**src/rtl/neuron_acc_ctrl.sv**
```systemverilog
// ============================================================================
//  Module   : neuron_acc_ctrl (with local alu)
//  Brief    : Binary-neuron XNOR-popcount accumulator controller.
//  Revision : 1.0 - initial release
// ============================================================================
`default_nettype none

module alu #(
    parameter int alu_width = 12
) (
    input  logic                 alu_in_a_lsb,
    input  logic [alu_width-1:0] alu_in_b,
    input  logic                 alu_op,
    output logic [alu_width-1:0] alu_out
);
    logic [alu_width-1:0] a_ext;

    assign a_ext   = {{(alu_width-1){1'b0}}, alu_in_a_lsb};
    assign alu_out = alu_op ? (alu_in_b - a_ext) : (alu_in_b + a_ext);
endmodule

module neuron_acc_ctrl #(
    parameter int ALU_W = 12,
    parameter int N_IN  = 784,
    parameter int AW    = 10
) (
    input  logic                    clk,
    input  logic                    rst_n,
    input  logic                    start,
    input  logic signed [ALU_W-1:0] bias_in,
    output logic                    rd_en,
    output logic [AW-1:0]           rd_addr,
    input  logic                    x_bit,
    input  logic                    w_bit,
    output logic                    busy,
    output logic                    done,
    output logic signed [ALU_W-1:0] acc_out,
    output logic                    act_out
);
    typedef enum logic [1:0] {
        S_IDLE  = 2'd0,
        S_FETCH = 2'd1,
        S_DRAIN = 2'd2,
        S_DONE  = 2'd3
    } state_t;

    localparam logic [AW-1:0] LAST_ADDR = AW'(N_IN - 1);

    state_t                  state_q;
    logic signed [ALU_W-1:0] acc_q;
    logic signed [ALU_W-1:0] acc_d;
    logic [AW-1:0]           rd_addr_q;
    logic                    rd_en_q;
    logic                    vld_q;
    logic                    busy_q;
    logic                    done_q;
    logic signed [ALU_W-1:0] acc_out_q;
    logic                    act_out_q;
    logic [ALU_W-1:0]        alu_res;

    // Matching bits add one, mismatching bits subtract one.
    alu #(.alu_width(ALU_W)) u_alu (
        .alu_in_a_lsb (1'b1),
        .alu_in_b     (acc_q),
        .alu_op       (x_bit ^ w_bit),
        .alu_out      (alu_res)
    );

    always_comb begin
        acc_d = acc_q;
        if (state_q == S_IDLE && start) begin
            acc_d = bias_in;
        end else if (vld_q) begin
            acc_d = alu_res;
        end
    end

    always_ff @(posedge clk or negedge rst_n) begin
        if (!rst_n) begin
            state_q   <= S_IDLE;
            acc_q     <= '0;
            rd_addr_q <= '0;
            rd_en_q   <= 1'b0;
            vld_q     <= 1'b0;
            busy_q    <= 1'b0;
            done_q    <= 1'b0;
            acc_out_q <= '0;
            act_out_q <= 1'b1;
        end else begin
            acc_q  <= acc_d;
            vld_q  <= rd_en_q;
            done_q <= 1'b0;
            case (state_q)
                S_IDLE: begin
                    if (start) begin
                        state_q   <= S_FETCH;
                        rd_addr_q <= '0;
                        rd_en_q   <= 1'b1;
                        busy_q    <= 1'b1;
                    end
                end
                S_FETCH: begin
                    if (rd_addr_q == LAST_ADDR) begin
                        state_q <= S_DRAIN;
                        rd_en_q <= 1'b0;
                    end else begin
                        rd_addr_q <= rd_addr_q + 1'b1;
                    end
                end
                S_DRAIN: begin
                    state_q <= S_DONE;
                end
                S_DONE: begin
                    acc_out_q <= acc_q;
                    act_out_q <= ~acc_q[ALU_W-1];
                    done_q    <= 1'b1;
                    busy_q    <= 1'b0;
                    state_q   <= S_IDLE;
                end
                default: begin
                    state_q <= S_IDLE;
                end
            endcase
        end
    end

    assign rd_en   = rd_en_q;
    assign rd_addr = rd_addr_q;
    assign busy    = busy_q;
    assign done    = done_q;
    assign acc_out = acc_out_q;
    assign act_out = act_out_q;
endmodule

`default_nettype wire

```
**config.mk**
```make
export PLATFORM = sky130hd
export DESIGN_NAME = neuron_acc_ctrl
export DESIGN_NICKNAME = d
export VERILOG_FILES = /design/src/rtl/neuron_acc_ctrl.sv
export SDC_FILE = /design/constraint.sdc
export NUM_CORES = 1
export LEC_CHECK = 0
export ABC_AREA = 1
export CORE_UTILIZATION = 48
export DETAILED_ROUTE_END_ITERATION = 16
export HOLD_SLACK_MARGIN = 0.03
export PLACE_DENSITY_LB_ADDON = 0.15
export SYNTH_ARGS = -nofsm -noshare
export SYNTH_HDL_FRONTEND = slang
export SYNTH_SLANG_ARGS = --single-unit
```
**constraint.sdc**
```tcl
create_clock -name clk -period 1.9 [get_ports clk]
set_clock_uncertainty 0.2 [all_clocks]
set_input_delay 0.19 -clock clk [delete_from_list [all_inputs] [get_ports clk]]
set_output_delay 0.19 -clock clk [all_outputs]
set_load 0.01 [all_outputs]
```
==> out/metrics.cfg, run 1 <==
[worst_setup_path]
critPathSlowestCell=dfrtp_1
crit_required_ns=1.88
worstSetupEndpointType=register
r2r_cells=7
cp_num_cells=7
worstPathMaxFanout=9
worstReg2RegEnd=rd_addr[0]
crit_path_end=rd_addr[0]
max_stage_delay_ns=0.42
path_cells=inv_1 -> ha_1 -> inv_1 -> o21ai_2 -> nand2_4 -> nand2_1 -> o21ai_0
crit_start=state_q[1]
crit_family=flip-flops
critical_path_class=register to register
start_kind=register
r2r_slack_ns=0.04
crit_buf_inv=2
worstPathArrival_ns=1.85
crit_top_cell=inv_1
r2r-start=state_q[1]

[logic_synthesis]
synth_cell_types=32
synth_largest_area_cell=dfrtp_1
async_flop_share_pct=100.0
synth_edf_count=0
synth_cells=359
synth_ff_type=dfrtp_1
ys_ff_latch=41
syn_area_sq_um=2592
ys_seq_area_share_pct=39.62
syn_nets=394
ys_top_cells_by_area=dfrtp_1 (39%), nand2_1 (20%), ha_1 (8.2%), inv_1 (7.4%), nand3_1 (5.8%)
synth_top_cell_area_share_pct=38.61
avgSynthCellArea_sq_um=7.221
ys_warn_count=0

[clock_network]
cts.reportedPaths.clkPinSlew_ns=0.09
cts.htree.levels=2
cts_tree=yes
clk_path_buf_depth=2
cts_made_buffers=5
clock_sinks=41
clkLatencyLatePin_ns=0.29
cts-root-buf=clkbuf_8

[die]
io_pins=43
die_h_um=75.49
fp-row-count=26
dieArea_sq_um=5699
core_area_sq_um=5140
start_util_pct=50.44
die_w_um=75.49

[sta]
hold_violations=0
rsz0062_at_grt=true
whs_ns=0.1511
period_minus_slack_ns=1.864
setup_viol=0
max_freq_mhz=536.6
setup_slack_ns=0.03624
tightest_slew_ns=0.4172
fin_crit_sh_pct=98.09
relSlewSlack_pct=72.19
slew_viol_final=0

[job]
maxCapViolations=0

[outcome]
status=completed

[route]
vias=2599
drtAntennaViolNets=0
drc=0
wl_per_cell_um=13.79
dr.pass1.iters=5
drt-total-wl_um=7034
vias_per_cell=5.096
detail_route.iter0.violations=220

[layout]
layout_commonest_cell=nand2_1
design_area_sq_um=3632
final_nets=474
layout-drive-gt1-share_pct=17.05
layout_common_cells=nand2_1 (131), inv_1 (51), dfrtp_1 (39), clkdlybuf4s50_1 (39), buf_4 (31)
area_delta_synth_final_pct=40.11
antenna_cells=0

[global_route]
grt_antenna_before_repair=0
track_usage_pct=25.96
grt_pass1_wl_um=10930
grt_pass1_vias=2336
grt_max_degree=27
grt.overflow.total=0

[placement]
pre_cts_ws_ns=-0.5914
postPlaceCellArea_sq_um=3263
hpwlAfterDp_um=4799
io_buffer_count=42
gp_congestion=0.8593

[hold_path]
hp-class=primary input to asynchronous set/reset pin

[pwr]
power_leakage_nw=1.843
powerDensity_nw_per_um2=1533
vdd_ir_drop_max_mv=1.010

-- worst reg2reg max path, cell delays in order, from the launching register on --
cell     delay, ns
dfrtp_1       0.42
inv_1         0.12
ha_1          0.24
inv_1         0.12
o21ai_2       0.34
nand2_4       0.17
nand2_1       0.09
o21ai_0       0.07
-- logic make-up after synthesis --
| logic type | count (synthesis) | share of synthesized area, % |
|---|---|---|
| buffers and inverters | 58 | 8.735 |
| xor gates and xnor gates | 5 | 1.689 |
| AOI/OAI and AO/OA | 39 | 8.783 |
| and+or+nand+nor | 198 | 32.19 |
| adders and majority gates | 18 | 8.977 |
| DFF | 41 | 39.62 |
-- timing repair --
action | in CTS | in global routing
hold buffers | 1 | 0
pin swaps | 4 | 6
endpoints found under the setup margin | 9 | 15
buffers inserted | 0 | 8
hold endpoints to repair | 40 | 0
cloned | 1 | 2
resized for setup | 24 | 11
-- cells in the mapped netlist, drive strengths merged (2+ instances only) --
| cell | number |
|---|---|
| o221ai | 3 |
| inv | 52 |
| clkbuf | 3 |
| nand3 | 30 |
| o211ai | 2 |
| nand4 | 8 |
| o21ai | 17 |
| dfrtp | 40 |
| a21oi | 9 |
| o22ai | 4 |
| xor2 | 4 |
| nor2 | 16 |
| ha | 17 |
| or2 | 3 |
| nand2 | 136 |
| nand3b | 3 |
| buf | 2 |
| o21bai | 2 |
-- worst min-delay path by stage --
stage | end | slack, ns | depth (start not counted)
after global routing | acc_q[9] | 0.21 | 2
after floorplan | acc_out[0] | -0.31 | 0
final | acc_out[10] | 0.15 | 2
after detailed placement | acc_out[10] | -0.06 | 1
after global placement | acc_out[10] | -0.06 | 1
after CTS | acc_out[10] | 0.16 | 2
-- state kept, by name, summed over array words and instances (netlist names) --
signal / cells
rd_addr: 10
done: 1
acc_q: 12
state_q: 2
act_out: 1
rd_en: 1
vld_q: 1
acc_out: 12
busy: 1
-- report_power, final --
group / internal (mW) / total, mW / switching, mW
sequential: 1.24 / 1.56 / 0.320
combinational: 1.57 / 3.39 / 1.83
clock: 0.295 / 0.614 / 0.319
total: 3.10 / 5.57 / 2.47
-- stage by stage --
stage	total power, mW	std cells	setup TNS, ns	utilization (%)
3_5_place_dp	4.529	490	-4.948	63.49
4_1_cts	5.382	500	0	68.87
5_1_grt	6.088	510	-0.3093	70.67
6_report	5.569	510	0	70.67
2_1_floorplan	3.350	359	0	-
3_3_place_gp	4.474	490	-4.391	63.49
-- final cells by class --
class	count	area (sq um)
multi-input cells	263	1553
fillers	457	1508
flip-flops and latches	41	1028
repair buffers	75	668.1
inverters	53	198.9
well taps	70	87.58
clock buffers	6	82.58
clock inverters	2	13.76
-- routing by layer --
layer	vias up	GRT usage, %	wire length, um
li1	1311	-	-
met1	1190	34.92	3233
met2	90	42.56	3334
met3	8	5.556	357
met4	0	6.996	109
met5	-	0	0
No activity file was read; power rests on OpenSTA's default activity.
==> inputs of run 2 (changes only) <==
- CAP_MARGIN: not set -> 20
- SLEW_MARGIN: not set -> 10
==> results of run 2 <==
The final DEF is identical to that of run 1; final timing and power are the same.
